$ cat config.mk
export PLATFORM = sky130hd
export DESIGN_NAME = deser_sipo
export DESIGN_NICKNAME = d
export VERILOG_FILES = /design/src/rtl/deser_sipo.sv
export SDC_FILE = /design/constraint.sdc
export NUM_CORES = 1
export LEC_CHECK = 0
export ABC_AREA = 0
export BUFFER_PORTS_ARGS = -buffer_cell sky130_fd_sc_hd__buf_4
export CAP_MARGIN = 20
export CELL_PAD_IN_SITES_DETAIL_PLACEMENT = 1
export CELL_PAD_IN_SITES_GLOBAL_PLACEMENT = 1
export CORE_ASPECT_RATIO = 0.75
export CORE_UTILIZATION = 48
export CTS_BUF_LIST = sky130_fd_sc_hd__clkbuf_2
export DETAILED_ROUTE_END_ITERATION = 16
export GPL_TIMING_DRIVEN = 0
export MAX_ROUTING_LAYER = met4
export PLACE_DENSITY_LB_ADDON = 0.3
export SETUP_SLACK_MARGIN = 0.2
export SKIP_LAST_GASP = 1
export SYNTH_ARGS = -nofsm -noshare
export SYNTH_HDL_FRONTEND = slang
export SYNTH_SLANG_ARGS = --single-unit
$ cat constraint.sdc
create_clock -name clk -period 2.3 [get_ports clk]
set_input_delay 0.115 -clock clk [delete_from_list [all_inputs] [get_ports clk]]
set_output_delay 0.115 -clock clk [all_outputs]
set_load 0.05 [all_outputs]
$ cat src/rtl/deser_sipo.sv
`default_nettype none
// ============================================================================
// Module      : deser_sipo
// Description : Framed serial-in/parallel-out deserializer with a holding
//               register on a valid/ready output port.
// Revision    : 1.0
// ============================================================================
module deser_sipo #(
    parameter int N         = 8,
    parameter bit MSB_FIRST = 1'b1
) (
    input  logic         clk,
    input  logic         clrn,
    input  logic         sin,
    input  logic         sin_valid,
    input  logic         sof,
    output logic [N-1:0] dout,
    output logic         dout_valid,
    input  logic         dout_ready,
    output logic         busy,
    output logic         ovf,
    output logic         frm_err
);

    localparam int CW = $clog2(N + 1);

    typedef enum logic [0:0] {
        S_IDLE  = 1'b0,
        S_SHIFT = 1'b1
    } state_t;

    state_t         r_state;
    state_t         w_state_nxt;
    logic [CW-1:0]  r_cnt;
    logic [CW-1:0]  w_cnt_nxt;
    logic [N-1:0]   r_shift;
    logic [N-1:0]   w_shift_nxt;
    logic           w_frm_err_nxt;
    logic           w_complete;
    logic           w_hold_free;
    logic [N-1:0]   r_dout;
    logic           r_dout_valid;
    logic           r_busy;
    logic           r_ovf;
    logic           r_frm_err;

    // Writes bit b at the position belonging to received-bit index k.
    function automatic logic [N-1:0] f_place(input logic [N-1:0] v,
                                             input int k,
                                             input logic b);
        logic [N-1:0] w_v;
        int           w_idx;
        w_v   = v;
        w_idx = MSB_FIRST ? (N - 1 - k) : k;
        for (int i = 0; i < N; i++) begin
            if (i == w_idx) begin
                w_v[i] = b;
            end
        end
        return w_v;
    endfunction

    always_comb begin
        w_state_nxt   = r_state;
        w_cnt_nxt     = r_cnt;
        w_shift_nxt   = r_shift;
        w_frm_err_nxt = 1'b0;
        w_complete    = 1'b0;
        if (sin_valid) begin
            case (r_state)
                S_IDLE: begin
                    if (sof) begin
                        w_shift_nxt = f_place('0, 0, sin);
                        w_cnt_nxt   = CW'(1);
                        w_state_nxt = S_SHIFT;
                    end
                end
                S_SHIFT: begin
                    if (sof) begin
                        w_frm_err_nxt = 1'b1;
                        w_shift_nxt   = f_place('0, 0, sin);
                        w_cnt_nxt     = CW'(1);
                    end else begin
                        w_shift_nxt = f_place(r_shift, int'(r_cnt), sin);
                        if (r_cnt == CW'(N - 1)) begin
                            w_complete  = 1'b1;
                            w_cnt_nxt   = '0;
                            w_state_nxt = S_IDLE;
                        end else begin
                            w_cnt_nxt = r_cnt + CW'(1);
                        end
                    end
                end
                default: begin
                    w_state_nxt = S_IDLE;
                    w_cnt_nxt   = '0;
                end
            endcase
        end
    end

    // A word taken on this edge frees the holding register for a new one.
    assign w_hold_free = !r_dout_valid || dout_ready;

    always_ff @(posedge clk) begin
        if (!clrn) begin
            r_state <= S_IDLE;
            r_cnt   <= '0;
            r_shift <= '0;
            r_busy  <= 1'b0;
        end else begin
            r_state <= w_state_nxt;
            r_cnt   <= w_cnt_nxt;
            r_shift <= w_shift_nxt;
            r_busy  <= (w_state_nxt == S_SHIFT);
        end
    end

    always_ff @(posedge clk) begin
        if (!clrn) begin
            r_dout       <= '0;
            r_dout_valid <= 1'b0;
            r_ovf        <= 1'b0;
            r_frm_err    <= 1'b0;
        end else begin
            r_frm_err <= w_frm_err_nxt;
            if (w_complete && w_hold_free) begin
                r_dout       <= w_shift_nxt;
                r_dout_valid <= 1'b1;
            end else if (r_dout_valid && dout_ready) begin
                r_dout_valid <= 1'b0;
            end
            if (w_complete && !w_hold_free) begin
                r_ovf <= 1'b1;
            end
        end
    end

    assign dout       = r_dout;
    assign dout_valid = r_dout_valid;
    assign busy       = r_busy;
    assign ovf        = r_ovf;
    assign frm_err    = r_frm_err;

endmodule
`default_nettype wire

== Word-level counts from Yosys, hierarchy flattened ==
Cells that the tools add are included.
Word-level totals
  register bits: 24
  input port bits: 6
  output and inout bits: 12
  logic and storage cells: 55
Operators by class
  $add $sub $neg: 2
  eq/ne operators: 9
  mux-type cells: 26
  bitwise logic cells: 1
  reductions and logical operators: 10
Operators with widths (count)
  $logic_not 32->1: 1
  $mux 8: 3
  $eq 4x5->1 const A: 4
  $mux 1: 17
  $pmux 8 s2: 1
  $mux 4: 3
  $eq 3x5->1 const A: 2
  $pmux 4 s2: 1
  $eq 2x5->1 const A: 1
  $sub 3x4->5 const A: 1
  $add 4x1->4 const B: 1
  $eq 4x3->1 const B: 1
  $logic_and 1x1->1: 3
  $reduce_and 3->1: 1
  $logic_not 1->1: 2
  $ne 2x2->1 const B: 1
  $pmux 1 s2: 1
  $reduce_and 2->1: 1
  $reduce_bool 2->1: 1
  $logic_or 1x1->1: 1
  $not 1->1: 1

== Longest topological paths before layout ==
  depth after elaboration: 7
  gate-level depth with buffers: 5
  mapped depth without buffers: 5

== Worst setup path after synthesis ==
OpenSTA, ideal clock, no wires.
  path type: flip-flop to flip-flop
  from: register busy (netlist name)
  to: register r_dout[1] (netlist: dout[1])
  library setup time: 88 ps
  data arrival time: 1434 ps
  required time: 2212 ps
  slack: 778 ps
  cell stages (with the launch flop): 5
  path buffers: 1
  clock period less this slack: 1522 ps
  cell sequence: dfxtp_1 and4b_4 buf_6 a31oi_1 a311oi_2
RTL lines
  end signal: assignment: RTL line 128  | r_dout <= w_shift_nxt;
  end: declaration: RTL line 41  | logic [N-1:0] r_dout;

== Final worst setup path ==
  from: register r_cnt[1]
  to: register r_dout[1] (netlist: dout[1])
On the way
  cells in the longest elaborated chain, start to end: 6
  elaborated cells on any way between the ends: 12
  those cells by class: 1 x add/sub; 2 x eq/ne; 8 x mux; 1 x reduce/logical
Ends and longest elaborated chain
  start: declaration: RTL line 34  | logic [CW-1:0] r_cnt;
  start signal: assignment: RTL line 113  | r_cnt <= w_cnt_nxt;
  $sub 3x4->5 / $eq 4x3->1 (equally long branches): RTL line 54, 85
  $eq 2x5->1 / $mux 1 (equally long branches): RTL line 56, 85
  $mux 1 (on tied branches): RTL line 56, 79
  $mux 8 / $mux 1 (equally long branches): RTL line 79, 70
  $pmux 8 s2 / $mux 1 (equally long branches): RTL line 70, 69
  $mux 8 / $logic_and 1x1->1 (equally long branches): RTL line 69, 127
Several ways; a longest one is shown, not always the timed one.
A chain may end at the register's enable or synchronous reset.

==> impl_metrics.json <==
{
  "synth.avg_cell_area_um2": 9.44,
  "ys_seq_elements": 23,
  "p_leak_nw": 0.559,
  "ant_nets": 0,
  "coreArea_um2": 2360,
  "wl_um": 3190,
  "powerDensity_nw_per_um2": 464,
  "via_per_inst": 6.01,
  "worstSetupStartpointType": "register",
  "ctsRootBufferMaster": "clkbuf_2",
  "path_clk_slew_ns": 0.25,
  "first_global_vias": 1064,
  "ys_types": 39,
  "die_h_um": 45.8,
  "layout_commonest_cell": "dfxtp_1",
  "grt_use_total_pct": 26.8,
  "cts_tree": "yes",
  "yosysSeqAreaShare_pct": 37.5,
  "num_vias": 1112,
  "overflow": 0,
  "fmax_mhz": 620,
  "clock_latency_ns": 0.36,
  "fin_crit_sh_pct": 70.1,
  "rsz0062_at_grt": "no",
  "antenna_found_initial": 0,
  "grt_pass1_wl_um": 5130,
  "core.rowCount": 15,
  "tightest_slew_ns": 0.599,
  "hold_viol": 0,
  "final_cell_mix": "23 x dfxtp_1, 19 x buf_4, 10 x nand2_1",
  "drt_iter0_markers": 42,
  "critPathKind": "register to register",
  "gp_congestion": 0.847,
  "fin_tns_setup_ns": 0,
  "htreeDepth": 1,
  "first_pass_iters": 4,
  "post-cts-setup-buffers": 0,
  "nets": 162,
  "hold_path_class": "input port to register",
  "die_area_um2": 2770,
  "yosysWarnings": 0,
  "syn_area_um2": 1230,
  "drive_above_1_share_pct": 24.5,
  "grt_start_max_net_pins": 13,
  "cts_resized": 0,
  "synthArstFlopShare_pct": 0,
  "hold_buffers": 0,
  "ir_drop_uv": 412,
  "end_kind": "register",
  "skew_ns": 0.0313,
  "initial_core_util_pct": 51.9,
  "status": "finished, final reports clean",
  "cts_max_path_buffers": 2,
  "worstPathArrival_ns": 1.88,
  "fin_crit_ns": 1.61,
  "post_drt_wl_per_cell_um": 17.2,
  "synth_cells": 130,
  "die-width_um": 60.4,
  "setup-violations-final": 0,
  "slew-limit-headroom_pct": 60.1,
  "area_growth_pct": 15.5,
  "drc": 0,
  "cts_buffers": 3,
  "cts_sinks": 23,
  "antenna_cells": 0,
  "r2r_cells": 5,
  "num_io_pins": 18,
  "hpwl_um": 2400,
  "synth_ff_type": "dfxtp_1",
  "worst-path-max-fanout": 10,
  "place.port_buffers": 17,
  "whs_path_depth": 3,
  "slew_violations": 0,
  "cap_violations": 0,
  "synth_edf_count": 0,
  "syn_nets": 140,
  "final_util_pct": 59.9,
  "required_ns": 2.57
}
-- kinds of logic after synthesis --
family                     synth area share (%)
AOI/OAI and AO/OA                          20.0
adders and majority gates                  4.08
DFF                                        37.5
and+or+nand+nor                            25.4
buffers and inverters                      8.15
muxes                                      4.89
-- power by group --
group | leakage (nW) | switching [mW] | internal [mW]
registers | 0.186 | 0.00532 | 0.404
clock network | 0.0166 | 0.130 | 0.0459
logic | 0.357 | 0.0462 | 0.0255
total | 0.559 | 0.182 | 0.476
-- synth_stat cells (all sizes together), types with 5 or more instances --
cell type	n	area share, %
mux2i	6	4.9
a21oi	6	2.4
inv	5	1.5
buf	8	5.1
nand2	10	3.1
dfxtp	23	38
a31oi	9	4.6
nand3	7	2.9
o21ai	9	3.7
-- area by class of cell --
| type | count | area, µm² |
|---|---|---|
| Fill cell | 294 | 947 |
| Multi-Input combinational cell | 90 | 667 |
| Buffer | 12 | 81.3 |
| Timing Repair Buffer | 17 | 128 |
| Sequential cell | 23 | 460 |
| Inverter | 5 | 18.8 |
| Clock buffer | 4 | 20.0 |
| Tap cell | 34 | 42.5 |
-- routing by layer --
| layer | up-vias | share of wire (%) | GRT usage [%] |
|---|---|---|---|
| met5 | - | 0 | - |
| met4 | 0 | 0.69 | 5.58 |
| met3 | 6 | 3.3 | 5.11 |
| met2 | 33 | 50 | 45.7 |
| met1 | 548 | 46 | 33.0 |
| li1 | 525 | - | - |
-- registers in the layout, indices dropped and copies added, names as in the netlist --
name	count
dout	8
r_shift	7
r_cnt	4
busy	1
dout_valid	1
frm_err	1
ovf	1
-- path summary, 6_finish.rpt --
kind | startpoint | to | slack (ns)
min | sin | r_shift[7] | 0.03
min reg2reg | r_shift[7] | dout[7] | 0.50
max | r_cnt[1] | dout[1] | 0.69
max reg2reg | r_cnt[1] | dout[1] | 0.69
-- stage by stage --
stage | hold slack, ns | std cells | power [mW] | cell area (µm²) | setup WS [ns]
4_1_cts | 0.0377 | 185 | 0.655 | 1420 | 0.726
6_report | 0.0257 | 185 | 0.657 | 1420 | 0.688
5_1_grt | 0.0287 | 185 | 0.679 | 1420 | 0.598
2_1_floorplan | 0.254 | 130 | 0.460 | 1230 | 0.778
3_5_place_dp | 0.410 | 181 | 0.487 | 1400 | 0.762
3_3_place_gp | 0.393 | 181 | 0.484 | 1400 | 0.826
-- critical path, cell delays in order (launching register included) --
cell	delay, ns
dfxtp_1	0.46
ha_1	0.29
and4b_4	0.29
buf_6	0.15
a31oi_1	0.10
a311oi_2	0.23
(Power assumes the default switching activity.)
